==> src/rtl/wb_pipe_reg_pkg.sv <==
// Shared definitions for the MEM->WB pipeline register: width defaults,
// entry field layout and the steering selectors used by the top.
package wb_pipe_reg_pkg;

  localparam int XLEN_DEF  = 32;
  localparam int RAW_DEF   = 5;
  localparam int CNT_W_DEF = 16;

  // Entry layout, MSB first: {valid, wreg, wd[RAW-1:0], wdata[XLEN-1:0]}
  function automatic int entry_w(input int xlen, input int raw);
    return 2 + raw + xlen;
  endfunction

  typedef enum logic [1:0] {
    MAIN_HOLD,
    MAIN_FROM_SKID,
    MAIN_FROM_IN,
    MAIN_CLEAR
  } main_src_e;

  typedef enum logic [1:0] {
    SKID_HOLD,
    SKID_FROM_IN,
    SKID_CLEAR
  } skid_src_e;

endpackage

==> src/rtl/wb_skid_slot.sv <==
// One writeback storage entry with load/clear. Fields are zeroed whenever the
// entry is invalid, so a reader never sees stale data.
module wb_skid_slot
  import wb_pipe_reg_pkg::*;
#(
  parameter int XLEN = XLEN_DEF,
  parameter int RAW  = RAW_DEF
) (
  input  logic            clk,
  input  logic            rst,
  input  logic            clear,
  input  logic            load,
  input  logic            ld_wreg,
  input  logic [RAW-1:0]  ld_wd,
  input  logic [XLEN-1:0] ld_wdata,
  output logic            valid,
  output logic            wreg,
  output logic [RAW-1:0]  wd,
  output logic [XLEN-1:0] wdata
);

  localparam int EW = entry_w(XLEN, RAW);

  logic [EW-1:0] entry;

  always_ff @(posedge clk) begin
    if (rst || clear) begin
      entry <= '0;
    end else if (load) begin
      entry <= {1'b1, ld_wreg, ld_wd, ld_wdata};
    end
  end

  assign {valid, wreg, wd, wdata} = entry;

endmodule

==> src/rtl/wb_pipe_reg.sv <==
// MEM->WB pipeline register with valid/ready on both sides and a 2-entry
// skid buffer. Optional stall counter enabled by WB_PIPE_STALL_CNT_EN.
module wb_pipe_reg
  import wb_pipe_reg_pkg::*;
#(
  parameter int XLEN  = XLEN_DEF,
  parameter int RAW   = RAW_DEF,
  parameter int CNT_W = CNT_W_DEF
) (
  input  logic             clk,
  input  logic             rst,
  input  logic             flush,
  input  logic             in_valid,
  output logic             in_ready,
  input  logic             in_wreg,
  input  logic [RAW-1:0]   in_wd,
  input  logic [XLEN-1:0]  in_wdata,
  output logic             out_valid,
  input  logic             out_ready,
  output logic             out_wreg,
  output logic [RAW-1:0]   out_wd,
  output logic [XLEN-1:0]  out_wdata
`ifdef WB_PIPE_STALL_CNT_EN
  ,
  output logic [CNT_W-1:0] stall_cnt
`endif
);

  logic            main_valid;
  logic            main_wreg;
  logic [RAW-1:0]  main_wd;
  logic [XLEN-1:0] main_wdata;

  logic            skid_valid;
  logic            skid_wreg;
  logic [RAW-1:0]  skid_wd;
  logic [XLEN-1:0] skid_wdata;

  logic            accept;
  logic            main_open;
  main_src_e       main_src;
  skid_src_e       skid_src;

  logic            main_load;
  logic            main_clear;
  logic            main_ld_wreg;
  logic [RAW-1:0]  main_ld_wd;
  logic [XLEN-1:0] main_ld_wdata;
  logic            skid_load;
  logic            skid_clear;

  // in_ready comes straight from the skid flop, so out_ready never reaches it
  assign in_ready  = !skid_valid;
  assign accept    = in_valid && in_ready;
  assign main_open = !main_valid || out_ready;

  always_comb begin
    main_src = MAIN_HOLD;
    skid_src = SKID_HOLD;
    if (flush) begin
      main_src = MAIN_CLEAR;
      skid_src = SKID_CLEAR;
    end else if (main_open) begin
      if (skid_valid) begin
        main_src = MAIN_FROM_SKID;
        skid_src = accept ? SKID_FROM_IN : SKID_CLEAR;
      end else if (accept) begin
        main_src = MAIN_FROM_IN;
      end else begin
        main_src = MAIN_CLEAR;
      end
    end else if (accept) begin
      skid_src = SKID_FROM_IN;
    end
  end

  always_comb begin
    main_load     = (main_src == MAIN_FROM_SKID) || (main_src == MAIN_FROM_IN);
    main_clear    = (main_src == MAIN_CLEAR);
    skid_load     = (skid_src == SKID_FROM_IN);
    skid_clear    = (skid_src == SKID_CLEAR);
    main_ld_wreg  = in_wreg;
    main_ld_wd    = in_wd;
    main_ld_wdata = in_wdata;
    if (main_src == MAIN_FROM_SKID) begin
      main_ld_wreg  = skid_wreg;
      main_ld_wd    = skid_wd;
      main_ld_wdata = skid_wdata;
    end
  end

  wb_skid_slot #(.XLEN(XLEN), .RAW(RAW)) u_main (
    .clk      (clk),
    .rst      (rst),
    .clear    (main_clear),
    .load     (main_load),
    .ld_wreg  (main_ld_wreg),
    .ld_wd    (main_ld_wd),
    .ld_wdata (main_ld_wdata),
    .valid    (main_valid),
    .wreg     (main_wreg),
    .wd       (main_wd),
    .wdata    (main_wdata)
  );

  wb_skid_slot #(.XLEN(XLEN), .RAW(RAW)) u_skid (
    .clk      (clk),
    .rst      (rst),
    .clear    (skid_clear),
    .load     (skid_load),
    .ld_wreg  (in_wreg),
    .ld_wd    (in_wd),
    .ld_wdata (in_wdata),
    .valid    (skid_valid),
    .wreg     (skid_wreg),
    .wd       (skid_wd),
    .wdata    (skid_wdata)
  );

  // Invalid slots already hold zeros; the gating keeps that guarantee local
  assign out_valid = main_valid;
  assign out_wreg  = main_valid & main_wreg;
  assign out_wd    = main_valid ? main_wd : '0;
  assign out_wdata = main_valid ? main_wdata : '0;

`ifdef WB_PIPE_STALL_CNT_EN
  // Saturating count of held cycles; survives flush, cleared only by rst
  always_ff @(posedge clk) begin
    if (rst) begin
      stall_cnt <= '0;
    end else if (main_valid && !out_ready && (stall_cnt != {CNT_W{1'b1}})) begin
      stall_cnt <= stall_cnt + 1'b1;
    end
  end
`else
  logic unused_cnt_w;
  assign unused_cnt_w = |CNT_W;
`endif

endmodule

==> config.mk <==
export PLATFORM = sky130hd
export DESIGN_NAME = wb_pipe_reg
export DESIGN_NICKNAME = d
export VERILOG_FILES = /design/src/rtl/wb_pipe_reg_pkg.sv /design/src/rtl/wb_skid_slot.sv /design/src/rtl/wb_pipe_reg.sv
export SDC_FILE = /design/constraint.sdc
export NUM_CORES = 1
export LEC_CHECK = 0
export ABC_CLOCK_PERIOD_IN_PS = 4680
export CAP_MARGIN = 30
export CORE_ASPECT_RATIO = 1.75
export CORE_MARGIN = 8
export CORE_UTILIZATION = 53
export CTS_CLUSTER_SIZE = 10
export DETAILED_ROUTE_END_ITERATION = 8
export PLACE_DENSITY = 0.84
export REMOVE_ABC_BUFFERS = 1
export SETUP_SLACK_MARGIN = 0.2
export SLEW_MARGIN = 10
export SYNTH_ARGS = -nofsm -noshare
export SYNTH_HDL_FRONTEND = slang
export SYNTH_SLANG_ARGS = --single-unit
==> constraint.sdc <==
create_clock -name clk -period 4.68 [get_ports clk]
set_clock_uncertainty 0.15 [all_clocks]
set_input_delay 0.468 -clock clk [delete_from_list [all_inputs] [get_ports clk]]
set_output_delay 0.468 -clock clk [all_outputs]
set_load 0.01 [all_outputs]
==> results of run 1 <==
final cells by class:
class / instances / area share, %
inverters: 3 / 0.2414
flip-flops and latches: 78 / 33.47
clock buffers: 10 / 5.122
well taps: 82 / 2.199
clock inverters: 6 / 1.984
multi-input cells: 281 / 37.25
repair buffers: 90 / 19.74
routing by layer:
metal  wire length, um  track usage [%]  vias up
li1                  -                -     1538
met1              3575            21.05     1525
met2              5050            34.38      124
met3               516            3.902       19
met4               255            9.620        0
met5                 0                0        -
worst paths after layout:
path / startpoint / end / slack (ns) / cells after the start
worst max-delay path: flush / u_main.entry[1] / 1.30 / 7
worst min-delay path: u_skid.entry[22] / u_skid.entry[22] / 0.32 / 2
worst max register to register: u_main.entry[38] / u_main.entry[1] / 1.95 / 6
worst min register to register: u_skid.entry[22] / u_skid.entry[22] / 0.32 / 2
metrics by stage:
stage / total power [mW] / setup WS [ns] / util [%] / instances / instance area [um2]
after global routing: 1.603 / 1.022 / 71.89 / 550 / 4666
final: 1.557 / 1.296 / 71.89 / 550 / 4666
after global placement: 0.8042 / 1.124 / 65.93 / 532 / 4279
after CTS: 1.558 / 1.315 / 71.47 / 549 / 4638
after detailed placement: 0.8083 / 0.9639 / 66.36 / 533 / 4307
after floorplan: 0.7411 / 1.218 / - / 362 / 3298
power groups by stage:
| stage | registers (mW) | logic (mW) | clock network, mW |
|---|---|---|---|
| 2_1_floorplan | 0.690 | 0.0513 | 0 |
| 3_3_place_gp | 0.690 | 0.114 | 0 |
| 3_5_place_dp | 0.690 | 0.118 | 0 |
| 4_1_cts | 0.676 | 0.119 | 0.763 |
| 5_1_grt | 0.676 | 0.134 | 0.793 |
| 6_report | 0.676 | 0.123 | 0.758 |
logic make-up (layout without fill, tap and decap cells):
kind of cell	Yosys count	after routing
AO/OA/AOI/OAI	118	118
adder cells (fa/ha/maj)	2	2
buffers and inverters	44	109
flip-flops	78	78
multiplexers	38	38
AND/OR/NAND/NOR	123	123
tightest hold or removal path: stages, from the launching register on:
cell	delay [ns]
dfxtp_1	0.30
o21ai_0	0.06
a21oi_1	0.06
flip-flops by register name (all words and copies together) (netlist names):
register      count
u_main.entry     39
u_skid.entry     39
synth_stat cells, drive strengths merged:
| cell | count | area [um2] |
|---|---|---|
| mux2i | 38 | 380.4 |
| a21oi | 39 | 195.2 |
| dfxtp | 78 | 1562 |
| ha | 2 | 25.02 |
| nand3 | 38 | 190.2 |
| inv | 3 | 11.26 |
| or2 | 1 | 6.260 |
| and2b | 2 | 15.01 |
| a211oi | 38 | 285.3 |
| and2 | 38 | 237.7 |
| buf | 22 | 147.6 |
| nor2 | 41 | 153.9 |
| nand2 | 1 | 3.750 |
| clkbuf | 19 | 72.56 |
| nand4bb | 1 | 11.26 |
| o21ai | 41 | 209.0 |
| and4bb | 1 | 12.51 |
==> run_results.csv, run 1 <==
group,metric,value,unit
setup_path,crit_fanout,54,
job,maxCapViolations,0,
grt,grt_pass1_wl,15020,um
cts,cts_sinks,78,
timing,relSlewSlack,38.67,%
setup_path,critPathMaxStageDelay,1.02,ns
route,ant_nets,0,
synthesis,muxShareOfSynthArea,10.81,%
layout,multi_input_area,1738,um2
timing,hold_viol,0,
floorplanning,die_w,77.59,um
placement,port_buffers,82,
pwr,power_density,333.8,nW/um2
route,via_per_inst,5.829,
synthesis,synth_compound_area_share,19.59,%
pwr,pwr-share-comb,7.9,%
outcome,status,"finished, final reports clean",
route,via_count,3206,
setup_path,end_kind,"flop",
synthesis,avgSynthCellArea,8.730,um2
cts,clockBufferDepth,2,
setup_path,arrival,3.47,ns
pwr,peakVddDrop,236.7,uV
setup_path,crit_family,"buffers and inverters",
synthesis,synth_top_family_by_area,"compound AO/OA/AOI/OAI gates",
pwr,p_leak,1.497,nW
timing,final_max_slew_viol_count,0,
synthesis,yosys.area_share.simple,17.92,%
setup_path,cp_cell_sequence,"clkdlybuf4s50_1, inv_1, o21ai_0, ha_2, buf_4, nor2_1, a211oi_1",
placement,place_congestion,0.7680,
layout,num-fill-cells,473,
pwr,switching_share,22.07,%
cts,cts_buffers,9,
route,first_pass_iters,5,
layout,seqCellArea,1562,um2
timing,fin_hold_ws,0.3247,ns
grt,grt_overflow,0,
placement,hpwl,5841,um
layout,final_common_cell,"clkdlybuf4s50_1",
floorplanning,num_rows,39,
route,drtIter0Drc,361,
synthesis,ys.warnings.count,0,
layout,drive_gt1_share,5.983,%
layout,nets,508,
cts,cts_tree,"done",
timing,period_share,72.31,%
timing,rsz0062_at_grt,"false",
layout,syn_to_final_growth,32.61,%
timing,max_slew.worst_pin.slew,0.9200,ns
grt,grt_max_degree,55,
cts,worstSkewPairLatency,0.33,ns
route,drt-wirelength-per-cell,17.09,um
floorplanning,io_pins,83,
setup_path,cp-start-kind,"input pin",
grt,antenna_found_initial,0,
cts,h-tree-depth,3,
setup_path,worstPathRequired,4.77,ns
synthesis,seq_area_frac_synth,44.38,%
setup_path,setup.worst_path.class,"in -> reg",
cts,post_cts_buffers,0,
timing,setup_violations,0,
synthesis,synthAdderAreaFrac,0.7112,%
cts,cts_resized,0,
synthesis,syn-instance-count,403,
cts,clk_pin_slew,0.06,ns
grt,grt_use_total,19.24,%
setup_path,crit_slowest_cell,"ha_2",
layout,diodes,0,
route,drc,0,
floorplanning,die_h,123.8,um
hold_path,hp-class,"reg -> reg",
pwr,clkPwrFrac,48.7,%
layout,layout_common_cells,"clkdlybuf4s50_1 (82), dfxtp_1 (78), nor2_1 (41), a21oi_1 (39)",
setup_path,worst-path-buf-inv,3,
floorplanning,core,6490,um2
pwr,p_seq_share,43.4,%
synthesis,synth_area,3518,um2
grt,grt_pass1_vias,3129,
cts,ctsHoldBuffers,0,
timing,fin_crit,3.384,ns
timing,tns,0,ns
synthesis,yosys_register_bits,78,
floorplanning,die_area,9604,um2
synthesis,yosys.area_share.xor_xnor,0,%
floorplanning,initial_utilization,54.21,%
synthesis,synthDistinctLibCells,23,
pwr,p_sw,0.3438,mW
pwr,p_int,1.213,mW
timing,maxClockFrequency,0.2955,GHz
route,drt_wl_total,9397,um
cts,cts-root-buf,"clkbuf_16",
Note: power is estimated with default switching activity, not from simulation.
==> inputs of run 2 (changes only) <==
Settings changed: ABC_CLOCK_PERIOD_IN_PS 4680 to 2700, CORE_UTILIZATION 53 to 45, PLACE_DENSITY 0.84 to 0.76.
Clock period 4.68 ns to 2.7 ns, I/O delays scaled along.
==> run_results.csv, run 2 (synthesis gave the netlist of run 1 again) <==
group,metric,value,unit
cts,cts_tree,"done",
layout,layout_common_cells,"clkdlybuf4s50_1 (82), dfxtp_1 (78), nor2_1 (41), a21oi_1 (39)",
setup_path,arrival,2.34,ns
grt,antenna_found_initial,0,
placement,port_buffers,82,
floorplanning,core,7567,um2
layout,final_area,4693,um2
cts,cts_resized,0,
route,via_per_inst,5.526,
route,drt-wirelength-per-cell,16.48,um
placement,dpl.cell_count,543,
route,drtIter0Drc,251,
cts,post_cts_buffers,0,
setup_path,worstPathRequired,2.78,ns
route,via_count,3089,
cts,worstSkewPairLatency,0.32,ns
placement,hpwl,5999,um
grt,grt_pass1_vias,3241,
setup_path,cp-start-kind,"input pin",
setup_path,end_kind,"flop",
timing,rsz0062_at_grt,"false",
cts,cts_sinks,78,
layout,fin_util,62.02,%
setup_path,setup.worst_path.class,"in -> reg",
placement,place_area,4369,um2
route,drt_wl_total,9215,um
grt,grt_max_degree,55,
floorplanning,io_pins,83,
layout,final_common_cell,"clkdlybuf4s50_1",
timing,fin_crit,2.262,ns
job,maxCapViolations,0,
cts,cts-root-buf,"clkbuf_16",
pwr,p_leak,1.513,nW
floorplanning,num_rows,42,
route,ant_nets,0,
outcome,status,"finished, final reports clean",
floorplanning,die_h,133.0,um
setup_path,crit_fanout,54,
layout,drive_gt1_share,6.369,%
timing,tns,0,ns
pwr,peakVddDrop,452.9,uV
hold_path,hp-class,"reg -> reg",
floorplanning,initial_utilization,46.49,%
pwr,p_total,2.673,mW
floorplanning,die_w,82.84,um
grt,grt_use_total,16.70,%
cts,cts_buffers,9,
timing,setup_violations,0,
layout,largestRegisters,"u_main.entry x39, u_skid.entry x39",
timing,hold_viol,0,
layout,syn_to_final_growth,33.39,%
route,first_pass_iters,4,
cts,h-tree-depth,3,
layout,nets,511,
layout,instances_no_fill,559,
cts,clockBufferDepth,2,
route,drc,0,
timing,period_share,83.77,%
timing,max_slew.worst_pin.slew,0.7958,ns
floorplanning,die_area,11020,um2
cts,ctsHoldBuffers,0,
cts,clk_pin_slew,0.06,ns
timing,relSlewSlack,46.95,%
timing,maxClockFrequency,0.4421,GHz
placement,place_congestion,0.7787,
grt,grt_pass1_wl,15240,um
grt,grt_overflow,0,
timing,final_max_slew_viol_count,0,
pwr,power_density,569.6,nW/um2
layout,diodes,0,
## run 2: path summary, 6_finish.rpt
kind	start	cells past startpoint	end	slack, ns
worst max register to register	u_skid.entry[38]	6	u_main.entry[30]	0.55
worst max-delay path	out_ready	7	u_main.entry[30]	0.44
worst min register to register	u_skid.entry[15]	2	u_skid.entry[15]	0.32
worst min-delay path	u_skid.entry[15]	2	u_skid.entry[15]	0.32
## run 2: metal layers
layer | wire (um) | track usage [%] | part of all wire, %
met1 | 3442 | 16.56 | 37
met2 | 5091 | 30.48 | 55
met3 | 405 | 3.135 | 4.4
met4 | 276 | 11.00 | 3.0
met5 | 0 | 0 | 0
## run 2: final cells by class
class / instances / area (um2)
Fill cell: 676 / 2874
Multi-Input combinational cell: 281 / 1738
Sequential cell: 78 / 1562
Timing Repair Buffer: 93 / 948.4
Clock buffer: 11 / 242.7
Tap cell: 88 / 110.1
Clock inverter: 5 / 81.33
Inverter: 3 / 11.26
## run 2: power breakdown
| part | switching [mW] | internal (mW) |
|---|---|---|
| Sequential | 0.00688 | 1.16 |
| Clock | 0.454 | 0.836 |
| Combinational | 0.113 | 0.0987 |
| Total | 0.574 | 2.10 |
## run 2: worst max-delay path: stages
cell	delay, ns
clkdlybuf4s50_1	0.48
and2b_1	0.22
o21ai_0	0.31
ha_2	0.25
buf_4	0.42
nor2_1	0.13
a211oi_1	0.24
## run 2: stage by stage
step / setup WS [ns] / hold slack [ns]
after floorplan: -0.5666 / 0.2677
after global placement: 0.2207 / 0.3097
after detailed placement: 0.1158 / 0.3161
after CTS: 0.4242 / 0.3243
after global routing: 0.2411 / 0.3379
final: 0.4381 / 0.3248
==> inputs of run 3 (changes only) <==
Settings changed: ABC_CLOCK_PERIOD_IN_PS 2700 to 2300, CORE_UTILIZATION 45 to 50, PLACE_DENSITY 0.76 to 0.8.
Clock period 2.7 ns to 2.3 ns, I/O delays scaled along.
==> run_results.csv, run 3 (synthesis gave the netlist of run 1 again) <==
group,metric,value,unit
route,maxUsedRoutingLayer,"met4",
timing,hold_viol,0,
route,drc,0,
layout,layout_common_cells,"clkdlybuf4s50_1 (82), dfxtp_1 (78), nor2_1 (41), a21oi_1 (39)",
timing,period_share,90.04,%
timing,maxClockFrequency,0.4829,GHz
route,met3WireLength,470,um
route,ant_nets,0,
placement,place_congestion,0.7936,
timing,final_max_slew_viol_count,0,
route,drtIter0Drc,340,
setup_path,crit_family,"buffers and inverters",
setup_path,crit_fanout,19,
layout,syn_to_final_growth,34.71,%
setup_path,cp-start-kind,"flop",
grt,grt_overflow,0,
cts,post_cts_buffers,0,
route,via_per_inst,5.627,
job,maxCapViolations,0,
pwr,power_density,620.6,nW/um2
route,via_count,3157,
grt,grt_pass1_wl,15280,um
cts,cts_buffers,9,
cts,cts-root-buf,"clkbuf_16",
cts,clockBufferDepth,2,
timing,max_slew.worst_pin.slew,0.3674,ns
outcome,status,"finished, final reports clean",
floorplanning,die_w,79.41,um
cts,cts_sinks,78,
placement,place_ws,-0.07354,ns
floorplanning,io_pins,83,
floorplanning,num_rows,40,
pwr,p_leak,1.536,nW
layout,num-fill-cells,534,
pwr,p_total,2.941,mW
setup_path,worst-path-buf-inv,2,
route,drt-wirelength-per-cell,16.46,um
layout,largestRegisters,"u_main.entry x39, u_skid.entry x39",
placement,port_buffers,82,
setup_path,setup.worst_path.class,"reg -> out",
setup_path,crit_slowest_cell,"clkdlybuf4s50_1",
floorplanning,core,6857,um2
pwr,peakVddDrop,454.8,uV
layout,drive_gt1_share,7.757,%
timing,fin_crit,2.071,ns
cts,cts_resized,0,
setup_path,cp_cell_sequence,"buf_4, and2_1, clkdlybuf4s50_1",
setup_path,arrival,1.69,ns
floorplanning,die_h,127.0,um
layout,diodes,0,
cts,worstSkewPairLatency,0.33,ns
placement,hpwl,6078,um
grt,grt_pass1_vias,3253,
setup_path,end_kind,"output port",
route,first_pass_iters,6,
cts,h-tree-depth,3,
route,drt_wl_total,9233,um
floorplanning,die_area,10080,um2
layout,final_common_cell,"clkdlybuf4s50_1",
timing,worst_slack,0.2291,ns
cts,ctsHoldBuffers,0,
cts,clk_pin_slew,0.05,ns
floorplanning,initial_utilization,51.31,%
grt,grt_use_total,19.02,%
route,drt-met1-wl,3501,um
timing,rsz0062_at_grt,"true",
setup_path,critPathMaxStageDelay,0.54,ns
hold_path,hp-class,"reg -> reg",
timing,relSlewSlack,75.51,%
layout,nets,517,
cts,cts_tree,"done",
route,met2_length,4981,um
grt,antenna_found_initial,0,
timing,setup_violations,0,
grt,grt_max_degree,40,
setup_path,worstPathRequired,1.92,ns
-- run 3: final cells by class --
cell class / instances / area (um2) / area share, %
well taps: 84 / 105.1 / 2.218
clock inverters: 3 / 18.77 / 0.3960
multi-input cells: 281 / 1743 / 36.77
repair buffers: 99 / 1040 / 21.94
clock buffers: 13 / 260.3 / 5.491
flip-flops and latches: 78 / 1562 / 32.95
inverters: 3 / 11.26 / 0.2376
-- run 3: stage by stage --
stage	utilization, %	instance area (um2)	hold slack [ns]	cells	setup TNS (ns)
4_1_cts	68.78	4716	0.3230	560	0
5_1_grt	69.12	4740	0.3435	561	0
6_report	69.12	4740	0.3244	561	0
2_1_floorplan	-	3298	0.2277	362	-37.41
3_3_place_gp	64.71	4437	0.3095	544	0
3_5_place_dp	64.71	4437	0.3157	544	-0.7362
-- run 3: worst min-delay path: cells and delay by family, from the launching register on --
| kind | cells | cell delay, ns |
|---|---|---|
| flops | 1 | 0.30 |
| compound gates | 2 | 0.12 |
-- run 3: where the power goes --
part	switching, mW	internal, mW
sequential	0.00830	1.37
combinational	0.136	0.128
clock	0.514	0.787
total	0.658	2.28
-- run 3: per-layer routing --
layer  global-route usage, %  vias up
li1                        -     1557
met1                   19.05     1474
met2                   34.42      108
met3                   5.056       18
met4                   9.769        0
met5                       0        -
-- run 3: worst paths after layout --
check | from | to | slack (ns) | cells past startpoint
max | u_main.entry[38] | out_wdata[19] | 0.23 | 3
min | u_skid.entry[10] | u_skid.entry[10] | 0.32 | 2
max reg2reg | u_main.entry[38] | u_main.entry[0] | 0.38 | 6
min reg2reg | u_skid.entry[10] | u_skid.entry[10] | 0.32 | 2
